File: config.mk
export PLATFORM = sky130hd
export DESIGN_NAME = lc3_controller_flat
export DESIGN_NICKNAME = d
export VERILOG_FILES = /design/src/rtl/lc3_pkg.sv /design/src/rtl/lc3_controller_if.sv /design/src/rtl/lc3_mem_fsm.sv /design/src/rtl/lc3_controller.sv /design/src/flat_wrapper.sv
export SDC_FILE = /design/constraint.sdc
export NUM_CORES = 1
export LEC_CHECK = 0
export ABC_CLOCK_PERIOD_IN_PS = 1300
export BUFFER_PORTS_ARGS = -buffer_cell sky130_fd_sc_hd__clkbuf_2
export CORE_UTILIZATION = 25
export DETAILED_ROUTE_END_ITERATION = 7
export PLACE_DENSITY = 0.65
export SYNTH_ARGS = -nofsm -noshare
export SYNTH_HDL_FRONTEND = slang
export SYNTH_SLANG_ARGS = --single-unit
File: constraint.sdc
create_clock -name clock -period 1.3 [get_ports clock]
set_clock_uncertainty 0.1 [all_clocks]
set_input_delay 0 -clock clock [delete_from_list [all_inputs] [get_ports clock]]
set_output_delay 0 -clock clock [all_outputs]
set_load 0.05 [all_outputs]
File: src/rtl/lc3_pkg.sv
// lc3_pkg: opcodes, memory FSM encoding and class decoders
// shared by the LC3 pipeline controller.
package lc3_pkg;

   localparam logic [3:0] OP_BR  = 4'b0000;
   localparam logic [3:0] OP_ADD = 4'b0001;
   localparam logic [3:0] OP_LD  = 4'b0010;
   localparam logic [3:0] OP_ST  = 4'b0011;
   localparam logic [3:0] OP_AND = 4'b0101;
   localparam logic [3:0] OP_LDR = 4'b0110;
   localparam logic [3:0] OP_STR = 4'b0111;
   localparam logic [3:0] OP_NOT = 4'b1001;
   localparam logic [3:0] OP_LDI = 4'b1010;
   localparam logic [3:0] OP_STI = 4'b1011;
   localparam logic [3:0] OP_JMP = 4'b1100;

   typedef enum logic [1:0] {
      MEM_READ  = 2'd0,
      MEM_IND   = 2'd1,
      MEM_WRITE = 2'd2,
      MEM_IDLE  = 2'd3
   } mem_state_t;

   function automatic logic is_alu(input logic [15:0] ir);
      return ir[15:12] inside {OP_ADD, OP_AND, OP_NOT};
   endfunction

   function automatic logic is_load(input logic [15:0] ir);
      return ir[15:12] inside {OP_LD, OP_LDR, OP_LDI};
   endfunction

   function automatic logic is_store(input logic [15:0] ir);
      return ir[15:12] inside {OP_ST, OP_STR, OP_STI};
   endfunction

   function automatic logic is_ctrl(input logic [15:0] ir);
      return ir[15:12] inside {OP_BR, OP_JMP};
   endfunction

   // IR[8:6] is a register source for these instructions
   function automatic logic uses_src1(input logic [15:0] ir);
      return is_alu(ir) | (ir[15:12] inside {OP_LDR, OP_STR, OP_JMP});
   endfunction

   // IR[2:0] is a register source only for register-mode ADD/AND
   function automatic logic uses_src2(input logic [15:0] ir);
      return (ir[15:12] inside {OP_ADD, OP_AND}) & ~ir[5];
   endfunction

endpackage

File: src/rtl/lc3_controller_if.sv
// lc3_controller_if: control bundle between the pipeline
// sequencer (master) and the datapath (slave).
interface lc3_controller_if;

   logic        complete_data;
   logic [15:0] Instr_dout;
   logic [15:0] IR;
   logic [15:0] IR_Exec;
   logic [2:0]  NZP;
   logic [2:0]  psr;
   logic        enable_updatePC;
   logic        enable_fetch;
   logic        enable_decode;
   logic        enable_execute;
   logic        enable_writeback;
   logic        br_taken;
   logic        bypass_alu_1;
   logic        bypass_alu_2;
   logic        bypass_mem_1;
   logic        bypass_mem_2;
   logic [1:0]  mem_state;

   modport master (
      input  complete_data, Instr_dout, IR, IR_Exec, NZP, psr,
      output enable_updatePC, enable_fetch, enable_decode,
      output enable_execute, enable_writeback, br_taken,
      output bypass_alu_1, bypass_alu_2,
      output bypass_mem_1, bypass_mem_2, mem_state
   );

   modport slave (
      output complete_data, Instr_dout, IR, IR_Exec, NZP, psr,
      input  enable_updatePC, enable_fetch, enable_decode,
      input  enable_execute, enable_writeback, br_taken,
      input  bypass_alu_1, bypass_alu_2,
      input  bypass_mem_1, bypass_mem_2, mem_state
   );

endinterface

File: src/rtl/lc3_mem_fsm.sv
// lc3_mem_fsm: data-memory access sequencer; indirect ops
// take an extra pointer fetch before the final read/write.
module lc3_mem_fsm
   import lc3_pkg::*;
(
   input  logic       clock,
   input  logic       reset,
   input  logic       exe_prev,
   input  logic       complete_data,
   input  logic [3:0] opcode,
   output mem_state_t mem_state,
   output logic       mem_stall
);

   assign mem_stall = (mem_state != MEM_IDLE);

   // access sequencing, launched by the instruction leaving Execute
   always_ff @(posedge clock) begin
      if (reset) begin
         mem_state <= MEM_IDLE;
      end else begin
         unique case (mem_state)
            MEM_IDLE: begin
               if (exe_prev) begin
                  unique case (1'b1)
                     opcode inside {OP_LD, OP_LDR}:  mem_state <= MEM_READ;
                     opcode inside {OP_LDI, OP_STI}: mem_state <= MEM_IND;
                     opcode inside {OP_ST, OP_STR}:  mem_state <= MEM_WRITE;
                     default:                        mem_state <= MEM_IDLE;
                  endcase
               end
            end
            MEM_IND: begin
               if (complete_data) begin
                  if (opcode == OP_LDI)
                     mem_state <= MEM_READ;
                  else if (opcode == OP_STI)
                     mem_state <= MEM_WRITE;
                  else
                     mem_state <= MEM_IDLE;
               end
            end
            MEM_READ, MEM_WRITE: begin
               if (complete_data)
                  mem_state <= MEM_IDLE;
            end
            default: mem_state <= MEM_IDLE;
         endcase
      end
   end

endmodule

File: src/rtl/lc3_controller.sv
// lc3_controller: stage enables, branch bubble, memory stall
// and operand-forwarding selects for the LC3 pipeline.
module lc3_controller
   import lc3_pkg::*;
#(
   parameter int BR_STALL = 2
) (
   input  logic              clock,
   input  logic              reset,
   lc3_controller_if.master  bus
);

   localparam int CW = (BR_STALL < 2) ? 1 : $clog2(BR_STALL + 1);
   localparam logic [CW-1:0] CNT_ONE  = CW'(1);
   localparam logic [CW-1:0] CNT_LOAD = CW'(BR_STALL);

   logic          run;
   logic          v_dec;
   logic          v_exe;
   logic          v_wb;
   logic [CW-1:0] ctrl_cnt;
   mem_state_t    mem_state;
   logic          mem_stall;
   logic          active;
   logic          go;
   logic          cnt_zero;
   logic          cnt_one;
   logic          mem_fwd;
   logic          hit1;
   logic          hit2;
   logic [2:0]    dr;

   lc3_mem_fsm u_mem_fsm (
      .clock         (clock),
      .reset         (reset),
      .exe_prev      (v_wb),
      .complete_data (bus.complete_data),
      .opcode        (bus.IR_Exec[15:12]),
      .mem_state     (mem_state),
      .mem_stall     (mem_stall)
   );

   // run masks the first cycle after reset so the ramp starts at cycle 1
   assign active   = run & ~reset;
   assign go       = active & ~mem_stall;
   assign cnt_zero = (ctrl_cnt == '0);
   assign cnt_one  = (ctrl_cnt == CNT_ONE);

   assign bus.enable_fetch    = go & cnt_zero;
   assign bus.enable_updatePC = go & (cnt_zero | cnt_one);
   assign bus.enable_decode   = go & v_dec & ~cnt_one;
   assign bus.enable_execute  = go & v_exe & ~cnt_one;
   assign mem_fwd = active & (mem_state == MEM_READ) & bus.complete_data;
   assign bus.enable_writeback = mem_stall ? mem_fwd : (active & v_wb);
   assign bus.br_taken = active & cnt_one & (|(bus.NZP & bus.psr));
   assign bus.mem_state = mem_state;

   assign dr   = bus.IR_Exec[11:9];
   assign hit1 = (dr == bus.IR[8:6]) & uses_src1(bus.IR);
   assign hit2 = (dr == bus.IR[2:0]) & uses_src2(bus.IR);

   assign bus.bypass_alu_1 = active & is_alu(bus.IR_Exec) & hit1;
   assign bus.bypass_alu_2 = active & is_alu(bus.IR_Exec) & hit2;
   assign bus.bypass_mem_1 = mem_fwd & is_load(bus.IR_Exec) & hit1;
   assign bus.bypass_mem_2 = mem_fwd & is_load(bus.IR_Exec) & hit2;

   // startup ramp: each stage becomes valid one cycle after its feeder
   always_ff @(posedge clock) begin
      if (reset) begin
         run   <= 1'b0;
         v_dec <= 1'b0;
         v_exe <= 1'b0;
         v_wb  <= 1'b0;
      end else begin
         run   <= 1'b1;
         v_dec <= bus.enable_fetch;
         v_exe <= bus.enable_decode;
         v_wb  <= bus.enable_execute;
      end
   end

   // branch bubble counter, frozen while memory stalls the pipe
   always_ff @(posedge clock) begin
      if (reset)
         ctrl_cnt <= '0;
      else if (is_ctrl(bus.Instr_dout) & bus.enable_fetch)
         ctrl_cnt <= CNT_LOAD;
      else if (!cnt_zero && !mem_stall)
         ctrl_cnt <= ctrl_cnt - CNT_ONE;
   end

endmodule

File: src/flat_wrapper.sv
// flat-port wrapper written by rule: the top's interface ports become plain ports
module lc3_controller_flat import lc3_pkg::*;
#(
   parameter int BR_STALL = 2
)
  (clock, reset, bus_complete_data, bus_Instr_dout, bus_IR, bus_IR_Exec, bus_NZP, bus_psr, bus_enable_updatePC, bus_enable_fetch, bus_enable_decode, bus_enable_execute, bus_enable_writeback, bus_br_taken, bus_bypass_alu_1, bus_bypass_alu_2, bus_bypass_mem_1, bus_bypass_mem_2, bus_mem_state);
  lc3_controller_if bus_i ();
  input  logic clock;
  input  logic reset;
  input wire logic [$bits(bus_i.complete_data)-1:0] bus_complete_data;
  input wire logic [$bits(bus_i.Instr_dout)-1:0] bus_Instr_dout;
  input wire logic [$bits(bus_i.IR)-1:0] bus_IR;
  input wire logic [$bits(bus_i.IR_Exec)-1:0] bus_IR_Exec;
  input wire logic [$bits(bus_i.NZP)-1:0] bus_NZP;
  input wire logic [$bits(bus_i.psr)-1:0] bus_psr;
  output wire logic [$bits(bus_i.enable_updatePC)-1:0] bus_enable_updatePC;
  output wire logic [$bits(bus_i.enable_fetch)-1:0] bus_enable_fetch;
  output wire logic [$bits(bus_i.enable_decode)-1:0] bus_enable_decode;
  output wire logic [$bits(bus_i.enable_execute)-1:0] bus_enable_execute;
  output wire logic [$bits(bus_i.enable_writeback)-1:0] bus_enable_writeback;
  output wire logic [$bits(bus_i.br_taken)-1:0] bus_br_taken;
  output wire logic [$bits(bus_i.bypass_alu_1)-1:0] bus_bypass_alu_1;
  output wire logic [$bits(bus_i.bypass_alu_2)-1:0] bus_bypass_alu_2;
  output wire logic [$bits(bus_i.bypass_mem_1)-1:0] bus_bypass_mem_1;
  output wire logic [$bits(bus_i.bypass_mem_2)-1:0] bus_bypass_mem_2;
  output wire logic [$bits(bus_i.mem_state)-1:0] bus_mem_state;
  assign bus_i.complete_data = bus_complete_data;
  assign bus_i.Instr_dout = bus_Instr_dout;
  assign bus_i.IR = bus_IR;
  assign bus_i.IR_Exec = bus_IR_Exec;
  assign bus_i.NZP = bus_NZP;
  assign bus_i.psr = bus_psr;
  assign bus_enable_updatePC = bus_i.enable_updatePC;
  assign bus_enable_fetch = bus_i.enable_fetch;
  assign bus_enable_decode = bus_i.enable_decode;
  assign bus_enable_execute = bus_i.enable_execute;
  assign bus_enable_writeback = bus_i.enable_writeback;
  assign bus_br_taken = bus_i.br_taken;
  assign bus_bypass_alu_1 = bus_i.bypass_alu_1;
  assign bus_bypass_alu_2 = bus_i.bypass_alu_2;
  assign bus_bypass_mem_1 = bus_i.bypass_mem_1;
  assign bus_bypass_mem_2 = bus_i.bypass_mem_2;
  assign bus_mem_state = bus_i.mem_state;
  lc3_controller #(.BR_STALL(BR_STALL)) u_core (.clock(clock), .reset(reset), .bus(bus_i));
endmodule
==> run summary, run 1 <==
Sequential share of the synthesized area: 0.2661
Post-route cell area: 1318 µm²
GRT Util Overall: 0.1600
Crit Path Max Fanout: 4
Setup crit end kind: output pin
Sw frac: 0.3759
Finished Core Util: 0.5899
Register area: 173.9 µm²
Distinct cells, synth: 36
Met3 GRT Util: 0.03869
Failing checks: setup timing
Busiest grt layer: met2
Initial antenna violation count: 0
Via/cell ratio: 4.713
Total power: 1236 µW
Kind of critical path: reg2out
Comb power frac: 0.579
Final HPWL DP: 1414 µm
Fin crit share: 1.137
Clk slew on worst S/H paths: 0.05 ns
Total congestion overflow: 0
Clk buf depth: 2
Initial drt markers: 9
First-pass GRT wire length: 3160 µm
Wire per inst: 12.21 µm
Warnings, synthesis: 0
Run status: finished, violations left
Worst-skew pair later-pin latency: 0.26 ns
Worst EP arrival: 1.38 ns
Final wirelength: 2002 µm
Routed Antenna Nets: 0
IO buf count: 42
# setup viols final: 11
Pint: 771.4 µW
Drc violations: 0
GR Layer Usage met1: 0.1581
Slew headroom: 0.6890
CTS Root Cell: clkbuf_4
Syn avg cell area: 8.359 µm²
Fmax: 0.6764 GHz
Total of max-cap violations: 0
Mapped Area: 601.8 µm²
Syn_nets: 131
Post-Synthesis Cells: 72
Largest net degree at the start of global routing: 6
Vias: 773
CTS tree: done
Fraction of layout instances using a drive strength above 1: 0.6397
Worst vdd ir: 0.6332 mV
PwrDens: 938.2 nW/µm²
Hold Path Class: in2reg
Req. time, crit path: 1.20 ns
Portion of total power attributed to sequential cells: 0.260
Final net count: 197
Worst slew pin tran: 0.4665 ns
Full die area: 2608 µm²
P_sw: 464.7 µW
RSZ-0062 raised after global routing: true
Post-route minimum period: 1.478 ns
Setup slack after layout: -0.1783 ns
DP Area: 959.7 µm²
Crit start category: register
CTS Sinks: 8
Fin. max-slew vios: 0
Vias in the first global route: 805
DR pass1 iterations: 5
Clk network pwr share: 0.161
CTS Buf Count: 3
Core Region: 2233 µm²
Row count: 17
Met2 Use GR: 0.3202
Hold Vio Cnt, Final: 0
Starting Density: 0.2695
Worst slack, placed: -0.08617 ns
Die H: 51.07 µm
I/O pins: 69
Filler cells: 189
#FFs+latches synth: 8
Number of diodes: 0
Area of the multi-input gates: 544.3 µm²
Pleak: 0.0005934 µW
Setup_tns: -1.218 ns
Area delta synth->final: 118.9%
Die width: 51.07 µm
Routability cong.: 0.7446
# H-tree levels: 1
power groups by stage:
stage	Sequential [µW]	Combinational, µW	Clock, µW
final	322	715	199
after global routing	328	769	215
after CTS	320	648	203
after detailed placement	301	456	0
after global placement	298	435	0
after floorplan	297	291	0
sequential cells by signal, indices dropped and copies added (netlist names):
name and cells:
u_core.run 1, u_core.u_mem_fsm.mem_state 2, u_core.ctrl_cnt 2, u_core.v_exe 1
u_core.v_wb 1, u_core.v_dec 1
critical path, cell delays in order (launching register included):
cell and delay [ns]:
dfxtp_4 0.36, nor3b_4 0.20, nand4_1 0.10, buf_4 0.16
nor3_4 0.13, buf_8 0.17
cell type report:
cell class | count | share of cell area
multi-input cells | 58 | 0.4131
inverters | 6 | 0.01899
flip-flops and latches | 8 | 0.1320
repair buffers | 61 | 0.3922
well taps | 28 | 0.02659
clock buffers | 3 | 0.01709
Yosys cell counts:
master / n / area (µm²)
o211ai_1: 1 / 7.510
nor2b_1: 1 / 6.260
o21a_1: 2 / 15.01
nand2_1: 4 / 15.01
o31ai_1: 1 / 7.510
mux2_2: 1 / 11.26
and2b_2: 1 / 8.760
nand3_1: 1 / 5.000
a31oi_1: 1 / 6.260
nand3b_1: 1 / 7.510
nand4b_1: 1 / 8.760
a32oi_1: 1 / 8.760
a21oi_1: 1 / 5.000
nor4b_1: 1 / 8.760
ha_1: 2 / 25.02
nand4_1: 3 / 18.77
nor2b_4: 1 / 13.76
nand2b_1: 1 / 6.260
a31o_1: 1 / 8.760
and2_1: 4 / 25.02
and4b_4: 1 / 13.76
nor3_1: 3 / 15.01
o22ai_1: 1 / 6.260
xnor2_1: 7 / 61.31
inv_1: 6 / 22.52
and2_2: 2 / 15.01
or2_1: 1 / 6.260
o32ai_1: 1 / 8.760
a22o_2: 1 / 10.01
o21ai_0: 1 / 5.000
a222oi_1: 1 / 10.01
nand4_2: 1 / 12.51
nor2_1: 6 / 22.52
nor3b_1: 1 / 7.510
nor4_1: 1 / 6.260
dfxtp_1: 8 / 160.2
logic make-up after synthesis:
group,synth area share
xor gates and xnor gates,0.1019
AOI/OAI and AO/OA,0.1642
DFF,0.2661
adders and majority gates,0.04157
and+or+nand+nor,0.3701
buffers and inverters,0.03742
muxes,0.01871
what timing repair did:
item                                    in CTS  in global routing
hold endpoints to repair                     3                  0
gates resized for setup                     40                 18
endpoints found under the setup margin      11                 13
buffers inserted                             4                  1
pin swaps                                    9                 12
hold buffers                                 6                  0
layout by cell type, fill, tap and decap left out, drive strengths merged, types with 2 or more instances in the layout:
| cell type | n |
|---|---|
| nor2 | 6 |
| dfxtp | 8 |
| xnor2 | 7 |
| nand4 | 4 |
| dlygate4sd3 | 6 |
| o21a | 2 |
| nor2b | 2 |
| clkbuf | 38 |
| nand2 | 4 |
| ha | 2 |
| and2 | 6 |
| buf | 20 |
| inv | 6 |
| nor3 | 3 |
per-layer routing:
| metal | routed length, µm | vias up |
|---|---|---|
| li1 | - | 391 |
| met1 | 789 | 348 |
| met2 | 1083 | 34 |
| met3 | 129 | 0 |
| met4 | 0 | 0 |
| met5 | 0 | - |
metrics by stage:
| stage | std cells | hold slack [ns] |
|---|---|---|
| after global routing | 164 | 0.06779 |
| after global placement | 150 | 0.2232 |
| final | 164 | 0.03185 |
| after detailed placement | 150 | 0.2348 |
| after CTS | 163 | 0.03103 |
| after floorplan | 72 | -0.03059 |
final timing paths:
check                                 from                            end  slack (ns)  cells after the start
min                        bus_IR_Exec[15]  u_core.u_mem_fsm.mem_state[0]        0.03                      3
min reg2reg                   u_core.v_dec                   u_core.v_exe        0.36                      1
max          u_core.u_mem_fsm.mem_state[0]               bus_bypass_mem_1       -0.18                      5
max reg2reg             u_core.ctrl_cnt[0]             u_core.ctrl_cnt[1]       -0.06                      5
No activity file was read; power rests on OpenSTA's default activity.
==> inputs of run 2 (changes only) <==
- PLACE_DENSITY: 0.65 -> not set
- SYNTH_HIERARCHICAL: not set -> 1
==> run summary, run 2 <==
Run status: finished, violations left
Failing checks: setup timing
Crit start category: register
Routability cong.: 0.7457
Number of diodes: 0
Slew headroom: 0.6977
Kind of critical path: reg2out
Layout Cells excl Fill: 177
Most frequent cells in the layout: 31 x clkbuf_2, 12 x buf_4, 7 x buf_8, 7 x xnor2_1
Largest regs: u_core/ctrl_cnt: 2 flops, u_core/u_mem_fsm/mem_state: 2 flops
Synth area leaders: dfxtp_1 24%, xnor2_1 9.1%, nor4b_1 6.5%
Simple logic cell fraction of the synthesized area: 0.4267
Mapped Area: 674.4 µm²
Setup slack after layout: -0.2354 ns
Clk slew on worst S/H paths: 0.06 ns
Most common cell after layout, fill and taps aside: clkbuf_2
Synth Area in XOR/XNOR: 0.09091
Syn avg cell area: 8.326 µm²
Critical-path top delay cell: dfxtp_4
Met3 GRT Util: 0.05085
Worst EP arrival: 1.44 ns
Cell taking the most area after synthesis: dfxtp_1
Reg2Reg Depth: 4
Hold Path Class: in2reg
Post-route cell area: 1450 µm²
Wire per inst: 12.92 µm
Sequential share of the synthesized area: 0.2375
Critical Path, Cell by Cell: buf_6, nand2_8, buf_4, nor4b_4, buf_12
Syn_nets: 140
Post-synthesis compound-gate area fraction: 0.1577
Hold Vio Cnt, Final: 0
Final HPWL DP: 1656 µm
Crit-path max cell delay: 0.38 ns
PwrDens: 1071 nW/µm²
CTS Root Cell: clkbuf_4
Core Region: 2522 µm²
# H-tree levels: 1
Fin. max-slew vios: 0
Area delta synth->final: 115.0%
Via/cell ratio: 4.921
I/O pins: 69
P_sw: 614.8 µW
Initial antenna violation count: 0
Fin crit share: 1.181
Die width: 53.94 µm
Req. time, crit path: 1.20 ns
Final net count: 207
Warnings, synthesis: 6
Die H: 53.94 µm
IO buf count: 42
Largest net degree at the start of global routing: 11
Vias: 871
Worst slew pin tran: 0.4535 ns
# setup viols final: 13
Portion of total power attributed to sequential cells: 0.224
Hold Path Stages: 4
RSZ-0062 raised after global routing: true
Hold Worst Slack: 0.04928 ns
Row count: 18
#FFs+latches synth: 8
DP Cell Count: 163
Worst-skew pair later-pin latency: 0.26 ns
Async S/R FF share, synth: 0
GR Layer Usage met1: 0.1943
Met2 Use GR: 0.2654
CTS Buf Count: 3
Initial drt markers: 10
Post-route minimum period: 1.535 ns
Sw frac: 0.3958
Finished Core Util: 0.5749
Setup crit end kind: output pin
Clk buf depth: 2
DP Area: 1149 µm²
Fmax: 0.6513 GHz
Busiest grt layer: met2
Starting Density: 0.2674
Top FF cell, synth: dfxtp_1
GRT Util Overall: 0.1588
CTS tree: done
Crit Path Max Fanout: 10
Pleak: 0.0006299 µW
Post-Synthesis Cells: 81
Drc violations: 0
Synth Area in Adders: 0.03711
Total congestion overflow: 0
Distinct cells, synth: 36
Mux cell area share after synthesis: 0.01484
Final wirelength: 2286 µm
Top post-synthesis cells by count: 8 x dfxtp_1, 8 x nand2_1, 7 x nor2_1, 7 x xnor2_1
DR pass1 iterations: 4
Total of max-cap violations: 0
EDFF count, synth: 0
Fraction of layout instances using a drive strength above 1: 0.6599
Yosys top cell area share: 0.2375
Largest family of logic cells by synthesized area: simple AND/OR/NAND/NOR gates
Flop2flop setup slack: -0.13 ns
Comb power frac: 0.641
Full die area: 2910 µm²
Worst vdd ir: 0.9763 mV
Routed Antenna Nets: 0
Vias in the first global route: 791
First-pass GRT wire length: 3298 µm
CTS Sinks: 8
Setup_tns: -1.579 ns
Pint: 938.7 µW
Clk network pwr share: 0.135
[run 2: cell families after synthesis]
| kind of cell | Yosys count |
|---|---|
| AOI/OAI and AO/OA | 14 |
| xor gates and xnor gates | 7 |
| adders and majority gates | 2 |
| buffers and inverters | 6 |
| DFF | 8 |
| muxes | 1 |
| and+or+nand+nor | 43 |
[run 2: stage by stage]
| step | setup slack (ns) | total power [µW] |
|---|---|---|
| global placement | -0.03312 | 968.2 |
| floorplan | -0.1373 | 795.1 |
| finish | -0.2354 | 1554 |
| detailed placement | -0.05840 | 983.3 |
| global route | -0.2931 | 1656 |
| CTS | -0.2587 | 1336 |
[run 2: path summary, 6_finish.rpt]
path | start | to
max reg2reg | u_core/u_mem_fsm/mem_state[1] | u_core/u_mem_fsm/mem_state[1]
min reg2reg | u_core/v_exe | u_core/v_wb
max | u_core/u_mem_fsm/mem_state[1] | bus_enable_decode
min | bus_Instr_dout[14] | u_core/ctrl_cnt[1]
[run 2: power by group through the flow]
| stage | clock [µW] | sequential [µW] | combinational [µW] |
|---|---|---|---|
| 3_3_place_gp | 0 | 328 | 641 |
| 6_report | 210 | 347 | 996 |
| 3_5_place_dp | 0 | 329 | 654 |
| 4_1_cts | 217 | 334 | 785 |
| 5_1_grt | 238 | 356 | 1060 |
| 2_1_floorplan | 0 | 333 | 462 |
[run 2: worst max-delay path, delay by kind of cell, from the launching register on]
kind | cells | cell delay, ns
flops | 1 | 0.38
buf+inv | 3 | 0.47
simple gates | 2 | 0.33
[run 2: final cells by class]
| cell class | instances | area, µm² |
|---|---|---|
| fill | 220 | 1072 |
| multi-input combinational | 67 | 675.6 |
| timing repair buffer | 63 | 515.5 |
| sequential | 8 | 173.9 |
| tap | 30 | 37.54 |
| clock buffer | 4 | 26.28 |
| inverter | 5 | 21.27 |
[run 2: what timing repair did]
| action | CTS | global route |
|---|---|---|
| gates resized for setup | 28 | 20 |
| hold buffers | 5 | 0 |
| pin swaps | 5 | 12 |
| setup endpoints to repair | 11 | 13 |
| buffers inserted | 2 | 3 |
| gates cloned | 0 | 0 |
| hold endpoints to repair | 5 | 0 |
[run 2: metal layers]
| metal | wire [µm] | share of wire |
|---|---|---|
| met2 | 1253 | 0.55 |
| met3 | 99 | 0.043 |
| met4 | 23 | 0.010 |
| met5 | 0 | 0 |
| met1 | 909 | 0.40 |
==> inputs of run 3 (changes only) <==
--- a/config.mk
+++ b/config.mk
@@ -6,5 +6,5 @@
 export NUM_CORES = 1
 export LEC_CHECK = 0
-export ABC_CLOCK_PERIOD_IN_PS = 1300
+export ABC_CLOCK_PERIOD_IN_PS = 1700
 export BUFFER_PORTS_ARGS = -buffer_cell sky130_fd_sc_hd__clkbuf_2
 export CORE_UTILIZATION = 25
==> constraint.sdc (replaced) <==
create_clock -name clock -period 1.7 [get_ports clock]
set_clock_uncertainty 0.1 [all_clocks]
set_input_delay 0.17 -clock clock [delete_from_list [all_inputs] [get_ports clock]]
set_output_delay 0.17 -clock clock [all_outputs]
set_load 0.05 [all_outputs]
==> run summary, run 3 (synthesis gave the netlist of run 2 again) <==
DR pass1 iterations: 4
Area of the multi-input gates: 586.8 µm²
Core Region: 2522 µm²
Worst vdd ir: 0.7294 mV
Failing checks: setup timing
Hold Path Class: in2reg
I/O pins: 69
Wire per inst: 10.86 µm
Die width: 53.94 µm
Largest net degree at the start of global routing: 11
Vias: 798
Crit-path max cell delay: 0.36 ns
PwrDens: 772.2 nW/µm²
Pleak: 0.0005186 µW
Full die area: 2910 µm²
Req. time, crit path: 1.43 ns
CTS Buf Count: 3
Routed Antenna Nets: 0
Total congestion overflow: 0
Vias in the first global route: 663
Most frequent cells in the layout: 34 x clkbuf_2, 12 x buf_4, 7 x nand2_1, 7 x xnor2_1, 6 x nor2_1
Run status: finished, violations left
Worst-skew pair later-pin latency: 0.26 ns
# H-tree levels: 1
Kind of critical path: reg2out
Critical-path top delay cell: dfxtp_4
First-pass GRT wire length: 2704 µm
Via/cell ratio: 4.807
DP Cell Count: 154
# setup viols final: 1
Filler cells: 273
Setup_tns: -0.01150 ns
Slew headroom: 0.8159
Critical Path, Cell by Cell: nor3b_4, nand4_1, nor3_2, clkbuf_8
Setup slack after layout: -0.01150 ns
Drc violations: 0
Fin crit share: 1.007
Final net count: 196
Clk buf depth: 2
Initial antenna violation count: 0
Routability cong.: 0.6857
CTS tree: done
Final HPWL DP: 1416 µm
Fin. max-slew vios: 0
Fraction of layout instances using a drive strength above 1: 0.5588
Area delta synth->final: 74.21%
Fmax: 0.5843 GHz
Hold Vio Cnt, Final: 0
Row count: 18
Post-route minimum period: 1.711 ns
Crit start category: register
Starting Density: 0.2674
Worst EP arrival: 1.44 ns
Finished Core Util: 0.4658
CP top delay family: simple AND/OR/NAND/NOR gates
Initial drt markers: 2
Crit Path Max Fanout: 5
Most common cell after layout, fill and taps aside: clkbuf_2
RSZ-0062 raised after global routing: true
GRT Util Overall: 0.1264
CTS Sinks: 8
Largest regs: u_core/ctrl_cnt: 2 flops, u_core/u_mem_fsm/mem_state: 2 flops
Flop2flop setup slack: 0.33 ns
Worst slew pin tran: 0.2774 ns
Worst Path Buf+Inv: 1
Final wirelength: 1802 µm
Clk slew on worst S/H paths: 0.06 ns
Number of diodes: 0
CTS Root Cell: clkbuf_4
Register area: 172.7 µm²
Total of max-cap violations: 0
Layout Cells excl Fill: 166
Setup crit end kind: output pin
Die H: 53.94 µm
IO buf count: 42
==> run 3: final cells by class <==
cell class,count,share of cell area
well taps,30,0.03195
clock buffers,4,0.02236
inverters,5,0.01597
repair buffers,52,0.2833
multi-input cells,67,0.4995
flip-flops and latches,8,0.1470
==> run 3: routing by layer <==
metal  vias to the layer above  share of wire  GRT usage
met3                         4          0.064    0.01695
met2                        33           0.51     0.2325
li1                        412              -          -
met5                         -              0          0
met1                       349           0.41     0.1381
met4                         0          0.016    0.06579
==> run 3: power breakdown <==
part | switching [µW] | internal [µW]
Combinational | 263 | 228
Sequential | 31.1 | 221
Clock | 73.4 | 90.4
Total | 367 | 540
==> run 3: repair_timing <==
| action | CTS | global route |
|---|---|---|
| hold buffers | 0 | 0 |
| pin swaps | 0 | 3 |
| resized for setup | 16 | 14 |
| buffers inserted | 0 | 8 |
| gates cloned | 0 | 0 |
| endpoints found under the setup margin | 8 | 9 |
==> run 3: final timing paths <==
check,startpoint,to,cells past startpoint
min reg2reg,u_core/v_dec,u_core/v_exe,1
max reg2reg,u_core/u_mem_fsm/mem_state[1],u_core/ctrl_cnt[1],4
max,u_core/u_mem_fsm/mem_state[0],bus_bypass_mem_1,4
min,reset,u_core/ctrl_cnt[0],2
==> run 3: per-stage QoR <==
stage	cell area, µm²	total power [µW]	hold slack (ns)	worst slack [ns]
after floorplan	734.5	556.2	0.1391	-0.03734
after global placement	992.2	648.7	0.3131	0.1634
after detailed placement	992.2	662.2	0.3216	0.1449
after CTS	1070	858.0	0.04590	0.002057
after global routing	1175	978.9	0.06105	-0.1162
final	1175	907.3	0.05649	-0.01150
